==> src/rtl/uart_pkg.sv <==
// Shared UART definitions: FSM encoding, parity selectors, oversampling constants
// and the frame parity helper used by the RX controller.
package uart_pkg;

    typedef logic [2:0] state_t;

    localparam state_t ST_IDLE   = 3'd0;
    localparam state_t ST_START  = 3'd1;
    localparam state_t ST_DATA   = 3'd2;
    localparam state_t ST_PARITY = 3'd3;
    localparam state_t ST_STOP   = 3'd4;
    localparam state_t ST_DONE   = 3'd5;

    localparam logic PAR_EVEN = 1'b0;
    localparam logic PAR_ODD  = 1'b1;

    localparam int         OVERSAMPLE_DEF = 16;
    localparam logic [3:0] MID_TICK       = 4'd7;
    localparam logic [3:0] LAST_TICK      = 4'd15;

    // Parity bit the transmitter should have sent for this byte.
    function automatic logic exp_parity(input logic [7:0] data, input logic par_typ);
        logic x;
        x = ^data;
        if (par_typ == PAR_ODD) begin
            return ~x;
        end else begin
            return x;
        end
    endfunction

endpackage

==> src/rtl/uart_rx_ctrl_if.sv <==
// Signal bundle between the RX controller, the oversample tick source,
// the paralleliser and the host side.
interface uart_rx_ctrl_if;
    logic       RX_IN;
    logic       RX_tick;
    logic       PAR_EN;
    logic       PAR_TYP;
    logic       PARALLELISER_DONE;
    logic [7:0] PARALLEL_DATA;
    logic       SER_BIT;
    logic       DESER_EN;
    logic [7:0] RX_DATA;
    logic       DATA_VALID;
    logic       PAR_ERR;
    logic       STP_ERR;
    logic       BUSY;

    modport slave (
        input  RX_IN, RX_tick, PAR_EN, PAR_TYP, PARALLELISER_DONE, PARALLEL_DATA,
        output SER_BIT, DESER_EN, RX_DATA, DATA_VALID, PAR_ERR, STP_ERR, BUSY
    );

    modport master (
        output RX_IN, RX_tick, PAR_EN, PAR_TYP, PARALLELISER_DONE, PARALLEL_DATA,
        input  SER_BIT, DESER_EN, RX_DATA, DATA_VALID, PAR_ERR, STP_ERR, BUSY
    );
endinterface

==> src/rtl/uart_sync.sv <==
// Multi-flop synchroniser for an asynchronous, idle-high serial line.
// Flops reset to 1 so a reset never looks like a start bit.
module uart_sync #(
    parameter int STAGES = 2
) (
    input  logic clk,
    input  logic rst_n,
    input  logic d,
    output logic q
);
    logic [STAGES-1:0] sync_q;
    logic [STAGES-1:0] sync_d;

    // Shift the raw line into the chain.
    always_comb begin
        sync_d = {sync_q[STAGES-2:0], d};
    end

    // Synchroniser flops.
    always_ff @(posedge clk or negedge rst_n) begin
        if (!rst_n) begin
            sync_q <= {STAGES{1'b1}};
        end else begin
            sync_q <= sync_d;
        end
    end

    assign q = sync_q[STAGES-1];
endmodule

==> src/rtl/uart_rx_ctrl.sv <==
// UART receive frame controller: start-bit qualification, paralleliser
// enable, parity and stop checks, registered byte and result strobes.
module uart_rx_ctrl
    import uart_pkg::*;
#(
    parameter int OVERSAMPLE  = OVERSAMPLE_DEF,
    parameter int SYNC_STAGES = 2
) (
    input  logic           CLK,
    input  logic           RST,
    uart_rx_ctrl_if.slave  bus
);
    localparam logic [3:0] MID  = 4'(OVERSAMPLE / 2 - 1);
    localparam logic [3:0] LAST = 4'(OVERSAMPLE - 1);

    logic       ser_bit_s;
    logic       fall_s;

    state_t     state_q,    state_d;
    logic [3:0] tick_q,     tick_d;
    logic       ser_dly_q;
    logic       par_en_q,   par_en_d;
    logic       par_typ_q,  par_typ_d;
    logic       par_bad_q,  par_bad_d;
    logic       stp_bad_q,  stp_bad_d;
    logic [7:0] rx_data_q,  rx_data_d;
    logic       deser_en_q, deser_en_d;
    logic       dv_q,       dv_d;
    logic       pe_q,       pe_d;
    logic       se_q,       se_d;
    logic       busy_q,     busy_d;

    uart_sync #(.STAGES(SYNC_STAGES)) u_sync (
        .clk   (CLK),
        .rst_n (RST),
        .d     (bus.RX_IN),
        .q     (ser_bit_s)
    );

    assign fall_s = ser_dly_q & ~ser_bit_s;

    // Frame FSM next-state and output decode.
    always_comb begin
        state_d    = state_q;
        tick_d     = tick_q;
        par_en_d   = par_en_q;
        par_typ_d  = par_typ_q;
        par_bad_d  = par_bad_q;
        stp_bad_d  = stp_bad_q;
        rx_data_d  = rx_data_q;
        deser_en_d = deser_en_q;
        dv_d       = 1'b0;
        pe_d       = 1'b0;
        se_d       = 1'b0;

        if (bus.RX_tick) begin
            tick_d = tick_q + 4'd1;
        end else begin
            tick_d = tick_q;
        end

        case (state_q)
            ST_IDLE: begin
                if (fall_s) begin
                    state_d   = ST_START;
                    par_en_d  = bus.PAR_EN;
                    par_typ_d = bus.PAR_TYP;
                end else begin
                    state_d = ST_IDLE;
                end
            end
            ST_START: begin
                if (bus.RX_tick && tick_q == MID && ser_bit_s) begin
                    state_d = ST_IDLE;
                end else if (bus.RX_tick && tick_q == LAST) begin
                    state_d    = ST_DATA;
                    deser_en_d = 1'b1;
                end else begin
                    state_d = ST_START;
                end
            end
            ST_DATA: begin
                deser_en_d = 1'b1;
                if (bus.PARALLELISER_DONE) begin
                    rx_data_d  = bus.PARALLEL_DATA;
                    deser_en_d = 1'b0;
                    state_d    = par_en_q ? ST_PARITY : ST_STOP;
                end else begin
                    state_d = ST_DATA;
                end
            end
            ST_PARITY: begin
                if (bus.RX_tick && tick_q == MID) begin
                    par_bad_d = (ser_bit_s != exp_parity(rx_data_q, par_typ_q));
                end else if (bus.RX_tick && tick_q == LAST) begin
                    state_d = ST_STOP;
                end else begin
                    state_d = ST_PARITY;
                end
            end
            ST_STOP: begin
                // Leave at mid-bit so a start bit straight after the stop bit is caught.
                if (bus.RX_tick && tick_q == MID) begin
                    stp_bad_d = ~ser_bit_s;
                    state_d   = ST_DONE;
                end else begin
                    state_d = ST_STOP;
                end
            end
            ST_DONE: begin
                dv_d      = ~par_bad_q & ~stp_bad_q;
                pe_d      = par_bad_q;
                se_d      = stp_bad_q;
                par_bad_d = 1'b0;
                stp_bad_d = 1'b0;
                state_d   = ST_IDLE;
            end
            default: begin
                state_d    = ST_IDLE;
                deser_en_d = 1'b0;
                par_bad_d  = 1'b0;
                stp_bad_d  = 1'b0;
            end
        endcase

        if (state_d != state_q) begin
            tick_d = 4'd0;
        end else begin
            tick_d = tick_d;
        end

        busy_d = (state_d != ST_IDLE);
    end

    // Controller state and registered outputs.
    always_ff @(posedge CLK or negedge RST) begin
        if (!RST) begin
            state_q    <= ST_IDLE;
            tick_q     <= 4'd0;
            ser_dly_q  <= 1'b1;
            par_en_q   <= 1'b0;
            par_typ_q  <= 1'b0;
            par_bad_q  <= 1'b0;
            stp_bad_q  <= 1'b0;
            rx_data_q  <= 8'h00;
            deser_en_q <= 1'b0;
            dv_q       <= 1'b0;
            pe_q       <= 1'b0;
            se_q       <= 1'b0;
            busy_q     <= 1'b0;
        end else begin
            state_q    <= state_d;
            tick_q     <= tick_d;
            ser_dly_q  <= ser_bit_s;
            par_en_q   <= par_en_d;
            par_typ_q  <= par_typ_d;
            par_bad_q  <= par_bad_d;
            stp_bad_q  <= stp_bad_d;
            rx_data_q  <= rx_data_d;
            deser_en_q <= deser_en_d;
            dv_q       <= dv_d;
            pe_q       <= pe_d;
            se_q       <= se_d;
            busy_q     <= busy_d;
        end
    end

    assign bus.SER_BIT    = ser_bit_s;
    assign bus.DESER_EN   = deser_en_q;
    assign bus.RX_DATA    = rx_data_q;
    assign bus.DATA_VALID = dv_q;
    assign bus.PAR_ERR    = pe_q;
    assign bus.STP_ERR    = se_q;
    assign bus.BUSY       = busy_q;
endmodule
==> src/flat_wrapper.sv <==
// flat-port wrapper written by rule: the top's interface ports become plain ports
module uart_rx_ctrl_flat import uart_pkg::*;
#(
    parameter int OVERSAMPLE  = OVERSAMPLE_DEF,
    parameter int SYNC_STAGES = 2
)
  (CLK, RST, bus_RX_IN, bus_RX_tick, bus_PAR_EN, bus_PAR_TYP, bus_PARALLELISER_DONE, bus_PARALLEL_DATA, bus_SER_BIT, bus_DESER_EN, bus_RX_DATA, bus_DATA_VALID, bus_PAR_ERR, bus_STP_ERR, bus_BUSY);
  uart_rx_ctrl_if bus_i ();
  input  logic CLK;
  input  logic RST;
  input wire logic [$bits(bus_i.RX_IN)-1:0] bus_RX_IN;
  input wire logic [$bits(bus_i.RX_tick)-1:0] bus_RX_tick;
  input wire logic [$bits(bus_i.PAR_EN)-1:0] bus_PAR_EN;
  input wire logic [$bits(bus_i.PAR_TYP)-1:0] bus_PAR_TYP;
  input wire logic [$bits(bus_i.PARALLELISER_DONE)-1:0] bus_PARALLELISER_DONE;
  input wire logic [$bits(bus_i.PARALLEL_DATA)-1:0] bus_PARALLEL_DATA;
  output wire logic [$bits(bus_i.SER_BIT)-1:0] bus_SER_BIT;
  output wire logic [$bits(bus_i.DESER_EN)-1:0] bus_DESER_EN;
  output wire logic [$bits(bus_i.RX_DATA)-1:0] bus_RX_DATA;
  output wire logic [$bits(bus_i.DATA_VALID)-1:0] bus_DATA_VALID;
  output wire logic [$bits(bus_i.PAR_ERR)-1:0] bus_PAR_ERR;
  output wire logic [$bits(bus_i.STP_ERR)-1:0] bus_STP_ERR;
  output wire logic [$bits(bus_i.BUSY)-1:0] bus_BUSY;
  assign bus_i.RX_IN = bus_RX_IN;
  assign bus_i.RX_tick = bus_RX_tick;
  assign bus_i.PAR_EN = bus_PAR_EN;
  assign bus_i.PAR_TYP = bus_PAR_TYP;
  assign bus_i.PARALLELISER_DONE = bus_PARALLELISER_DONE;
  assign bus_i.PARALLEL_DATA = bus_PARALLEL_DATA;
  assign bus_SER_BIT = bus_i.SER_BIT;
  assign bus_DESER_EN = bus_i.DESER_EN;
  assign bus_RX_DATA = bus_i.RX_DATA;
  assign bus_DATA_VALID = bus_i.DATA_VALID;
  assign bus_PAR_ERR = bus_i.PAR_ERR;
  assign bus_STP_ERR = bus_i.STP_ERR;
  assign bus_BUSY = bus_i.BUSY;
  uart_rx_ctrl #(.OVERSAMPLE(OVERSAMPLE), .SYNC_STAGES(SYNC_STAGES)) u_core (.CLK(CLK), .RST(RST), .bus(bus_i));
endmodule
==> config.mk <==
export PLATFORM = sky130hd
export DESIGN_NAME = uart_rx_ctrl_flat
export DESIGN_NICKNAME = d
export VERILOG_FILES = /design/src/rtl/uart_pkg.sv /design/src/rtl/uart_rx_ctrl_if.sv /design/src/rtl/uart_sync.sv /design/src/rtl/uart_rx_ctrl.sv /design/src/flat_wrapper.sv
export SDC_FILE = /design/constraint.sdc
export NUM_CORES = 1
export LEC_CHECK = 0
export BUFFER_PORTS_ARGS = -buffer_cell sky130_fd_sc_hd__buf_2
export CAP_MARGIN = 40
export CORE_MARGIN = 2
export CORE_UTILIZATION = 45
export DETAILED_ROUTE_END_ITERATION = 6
export GPL_ROUTABILITY_DRIVEN = 0
export PLACE_DENSITY = 0.68
export SLEW_MARGIN = 20
export SYNTH_ARGS = -nofsm -noshare
export SYNTH_HDL_FRONTEND = slang
export SYNTH_SLANG_ARGS = --single-unit
==> constraint.sdc <==
create_clock -name CLK -period 4.65 [get_ports CLK]
set_clock_uncertainty 0.05 [all_clocks]
set_input_delay 0.465 -clock CLK [delete_from_list [all_inputs] [get_ports CLK]]
set_output_delay 0.465 -clock CLK [all_outputs]
set_load 0.01 [all_outputs]
-- Word-level counts from Yosys, hierarchy flattened
Cells that the tools add are included.
Widths: inputs -> output; s select.
- add/subtract/negate cells: 1
- equality and inequality tests: 13
- mux-type cells: 25
- bitwise gates (word level): 9
- reduce and logical (&&, ||, !) cells: 15
- operator list (operator ; count):
    $mux 3 ; 5
    $pmux 3 s5 ; 1
    $mux 1 ; 13
    $reduce_or 4->1 ; 3
    $mux 4 ; 2
    $reduce_and 2->1 ; 4
    $reduce_xor 8->1 ; 1
    $not 1->1 ; 7
    $eq 3x2->1 const B ; 2
    $eq 3x3->1 const B ; 2
    $ne 2x1->1 const B ; 3
    $add 4x1->4 const B ; 1
    $eq 4x3->1 const B ; 1
    $eq 4x4->1 const B ; 1
    $pmux 1 s2 ; 2
    $eq 3x1->1 const B ; 1
    $logic_and 1x1->1 ; 3
    $logic_not 3->1 ; 1
    $ne 3x3->1 ; 1
    $pmux 1 s3 ; 1
    $reduce_and 3->1 ; 1
    $reduce_bool 3->1 ; 1
    $and 1x1->1 ; 2
    $mux 2 ; 1
    3 further kinds ; 3
- bits in registers: 27
- input port bits: 15
- output and inout port bits: 14

-- Depth between registers and ports, before layout
- word-level depth: 8
- mapped depth: 6
- mapped depth without buffers: 5

-- By module
Synthesis repeated with hierarchy kept, for this count alone.
- cell total of the unflattened synthesis: 107
- area, all modules: 1266.2 µm²
- by module, submodules not included (module ; instances ; cells each ; area each (µm²) ; seq. area each (µm²)):
    uart_rx_ctrl ; 1 ; 105 ; 1213.7 ; 626.9
    uart_sync ; 1 ; 2 ; 52.6 ; 52.6

-- Least setup slack after synthesis
No wires, ideal clock.
- path type: register to register
- start point: register u_core.state_q[2]
- end point: register u_core.par_en_q
- library setup time: 0.125 ns
- arrival: 1.303 ns
- required time: 4.475 ns
- path slack: 3.172 ns
- stages on the path, launching flop included: 5
- buffers on the path: 1
- clock period less this slack: 1.478 ns
- path through: dfrtp_1 -> buf_6 -> nor4_4 -> and2_1 -> mux2_2
- cells in the longest elaborated chain, start to end: 2
- ends and longest elaborated chain (item ; line ; source):
    from (decl) ; uart_rx_ctrl.sv:19 ; state_t state_q, state_d;
    from (signal assigned) ; uart_rx_ctrl.sv:152 ; state_q <= state_d;
    $logic_not 3->1 ; uart_rx_ctrl.sv:62 ; case (state_q)
    $reduce_and 2->1 (no source line) ; -- ;
    to (signal assigned) ; uart_rx_ctrl.sv:155 ; par_en_q <= par_en_d;
    to (decl) ; uart_rx_ctrl.sv:22 ; logic par_en_q, par_en_d;
Every way passes these cells.
A chain may end at the register's enable or synchronous reset.

-- Worst setup path after layout
- start point: register u_core.state_q[1]
- end point: register u_core.rx_data_q[1] (netlist: u_core.bus.RX_DATA[1])
- cells in the longest elaborated chain, start to end: 2
- ends and longest elaborated chain (item ; line ; source):
    $eq 3x2->1 ; uart_rx_ctrl.sv:62 ;
    $reduce_and 2->1 (no source line) ; -- ;
    to (signal assigned) ; uart_rx_ctrl.sv:159 ; rx_data_q <= rx_data_d;
    to (decl) ; uart_rx_ctrl.sv:26 ; logic [7:0] rx_data_q, rx_data_d;
Every way passes these cells.

==> metrics <==
Req. time, crit path 4.83 ns; number of detailed-route iterations in the first pass 4; final net count 150; final hold vios 0; CTS root buffer clkbuf_4; IO Pins 29; Antenna Cells 0; HPWL Detailed 1710 um; Slew HR 61.7%; row cnt 19; post-cts sizing count 0; Die ar. 3350 um2; Max Fclk 0.500 GHz; GR Util All Layers 15.7%; crit-path leading delay family flip-flops; Synth Cell Area 1310 um2; TritonCTS clock tree built; WS Path Type flip-flop to flip-flop; # setup viols final 0; slowest cell delay on critical path 0.68 ns; CP Max Fanout 15; Critical Path AT 2.18 ns; GR Overflow Total 0; port buffer count 28; setup repair after global routing missed its margin no; Fin Setup TNS 0 ns; initial core utilization 47.4%; total wire length 2260 um; pwr/cell area 553 nW/um2; crit share post-route 43.0%; Post-route DRC 0; Layout area overhead 14.0%; WP buf/inv 1; Post CTS Setup Buffer Count 0; hold buffers post-CTS 0; initial antenna violation count 0; Routed Antenna Nets 0; distinct cell type count after synthesis 40; number of clock sinks 27; CTS max path bufs 2; worst-skew pair later-pin latency 0.33 ns; Peak VDD IR 0.414 mV; Die Ht 57.9 um; leak pwr 0.000729 uW; wire per inst 13.8 um; endpoint class of the critical path flip-flop; Seq cells post-synth 27; largest net degree at the start of global routing 28; Initial DRC Count 13; CP max stage cell dfrtp_1; outcome completed; vias in the first global route 932; layout cells sized above 1 39.8%; Final Max Tran Viols 0; crit start category flip-flop; maxcap violations 0; Tot Pwr 823 uW; die width 57.9 um; worst-path cell chain nor4bb_2 > buf_4 > mux2_2; CTS clk-pin slew, worst paths 0.15 ns; total CTS buffers 3; first-pass GRT wire length 3960 um; Worst Max-Slew Pin Slew 0.567 ns; Mapped Avg Cell Area 12.6 um2; Final Worst Setup Slack 2.65 ns; detailed-route vias per instance 5.46; # H-tree levels 1; clock period minus worst slack 2.00 ns; worst min-delay path class input port to async pin; core area 2760 um2; sequential fraction of the synthesis area 52.0%; Post-Syn Instances 104; Ys Warns 0; DR vias 896; DP Worst Slack 2.64 ns; synthesized net count 120
==> cell families after synthesis <==
family	Yosys count	share of synthesized area (%)
AOI/OAI and AO/OA	16	10.8
xor gates and xnor gates	11	9.00
adders and majority gates	1	0.958
buffers and inverters	8	3.54
DFF	27	52.0
muxes	12	10.2
and+or+nand+nor	29	13.5
==> cell usage in the layout (no fill, tap or decap), drive strengths merged, types with 2 or more instances in the layout <==
cell and count:
nor2 5, o211ai 4, nor4 2, mux2i 2
buf 29, nand2 7, clkbuf 3, dfstp 3
xor2 3, a21oi 2, and3 2, xnor2 7
mux2 10, nor3 4, inv 4, a22oi 2
o21ai 2, nor3b 2, dfrtp 24, a211oi 2
==> metrics by stage <==
stage / cell area [um2] / hold WS (ns) / util [%] / cells
final: 1490 / 0.0623 / 54.0 / 164
after detailed placement: 1460 / 0.299 / 53.0 / 160
after global placement: 1450 / 0.296 / 52.7 / 159
after global routing: 1490 / 0.0894 / 54.0 / 164
after CTS: 1490 / 0.0801 / 54.0 / 164
after floorplan: 1310 / 0.119 / - / 104
==> power by group <==
| group | leakage, uW | switching, uW | total [uW] | internal, uW |
|---|---|---|---|---|
| combinational | 0.000370 | 142 | 331 | 189 |
| sequential | 0.000341 | 86.1 | 391 | 304 |
| clock | 0.0000177 | 69.2 | 101 | 32.3 |
| total | 0.000729 | 297 | 823 | 526 |
==> cell type report <==
type / instances / area [um2]
fillers: 246 / 1270
repair buffers: 29 / 148
multi-input cells: 69 / 581
clock buffers: 3 / 22.5
clock inverters: 1 / 5.00
well taps: 31 / 38.8
inverters: 4 / 15.0
flip-flops and latches: 27 / 679
==> synthesized netlist by cell type <==
| cell type | instances | share of area (%) |
|---|---|---|
| nor2_1 | 5 | 1.4 |
| nor4_1 | 1 | 0.48 |
| and2_1 | 1 | 0.48 |
| ha_1 | 1 | 0.96 |
| buf_2 | 1 | 0.38 |
| o32ai_1 | 1 | 0.67 |
| a22oi_4 | 1 | 1.6 |
| mux2i_1 | 2 | 1.5 |
| o22ai_1 | 1 | 0.48 |
| a211oi_2 | 1 | 0.96 |
| dfstp_2 | 3 | 6.0 |
| or2_2 | 1 | 0.48 |
| o21ai_1 | 1 | 0.38 |
| xnor2_2 | 1 | 1.2 |
| xor2_1 | 3 | 2.0 |
| inv_1 | 4 | 1.1 |
| nor3_1 | 4 | 1.5 |
| o31ai_1 | 1 | 0.57 |
| nand4_1 | 1 | 0.48 |
| o21ai_0 | 1 | 0.38 |
| a21oi_1 | 2 | 0.77 |
| nand2_1 | 7 | 2.0 |
| xnor3_1 | 1 | 1.7 |
| and4b_1 | 1 | 0.77 |
| nor2b_1 | 1 | 0.48 |
| nand3_1 | 1 | 0.38 |
| buf_6 | 2 | 1.7 |
| o211ai_1 | 3 | 1.7 |
| clkbuf_1 | 1 | 0.29 |
| a211oi_1 | 1 | 0.57 |
| nor3b_1 | 2 | 1.1 |
| nor4_4 | 1 | 1.6 |
| and3_1 | 2 | 0.96 |
| dfrtp_1 | 24 | 46 |
| mux2_2 | 10 | 8.6 |
| nor4bb_2 | 1 | 1.2 |
| xnor2_1 | 6 | 4.0 |
| o211ai_4 | 1 | 1.6 |
| a31oi_1 | 1 | 0.48 |
| a22oi_1 | 1 | 0.57 |
==> final timing paths <==
kind	startpoint	endpoint	slack, ns	cells after the start
hold reg to reg	u_core.u_sync.sync_q[0]	u_core.u_sync.sync_q[1]	0.32	0
min in group CLK	bus_RX_IN	u_core.u_sync.sync_q[0]	0.16	1
hold / removal	RST	u_core.bus.RX_DATA[2]	0.06	1
max in group asynchronous	RST	u_core.par_en_q	4.11	1
setup / recovery	u_core.state_q[1]	u_core.bus.RX_DATA[1]	2.65	3
setup reg to reg	u_core.state_q[1]	u_core.bus.RX_DATA[1]	2.65	3
==> flip-flops by register name (all words and copies together) (netlist names), 2 cells and up <==
name	count
u_core.u_sync.sync_q	2
u_core.tick_q	4
u_core.bus.RX_DATA	8
u_core.state_q	3
==> per-layer routing <==
layer	up-vias	wire [um]	track usage, %	share of wire [%]
li1	431	-	-	-
met1	442	964	19.6	43
met2	18	1150	26.9	51
met3	5	107	3.13	4.7
met4	0	40	5.98	1.8
met5	-	0	0	0
Note: power is estimated with default switching activity, not from simulation.
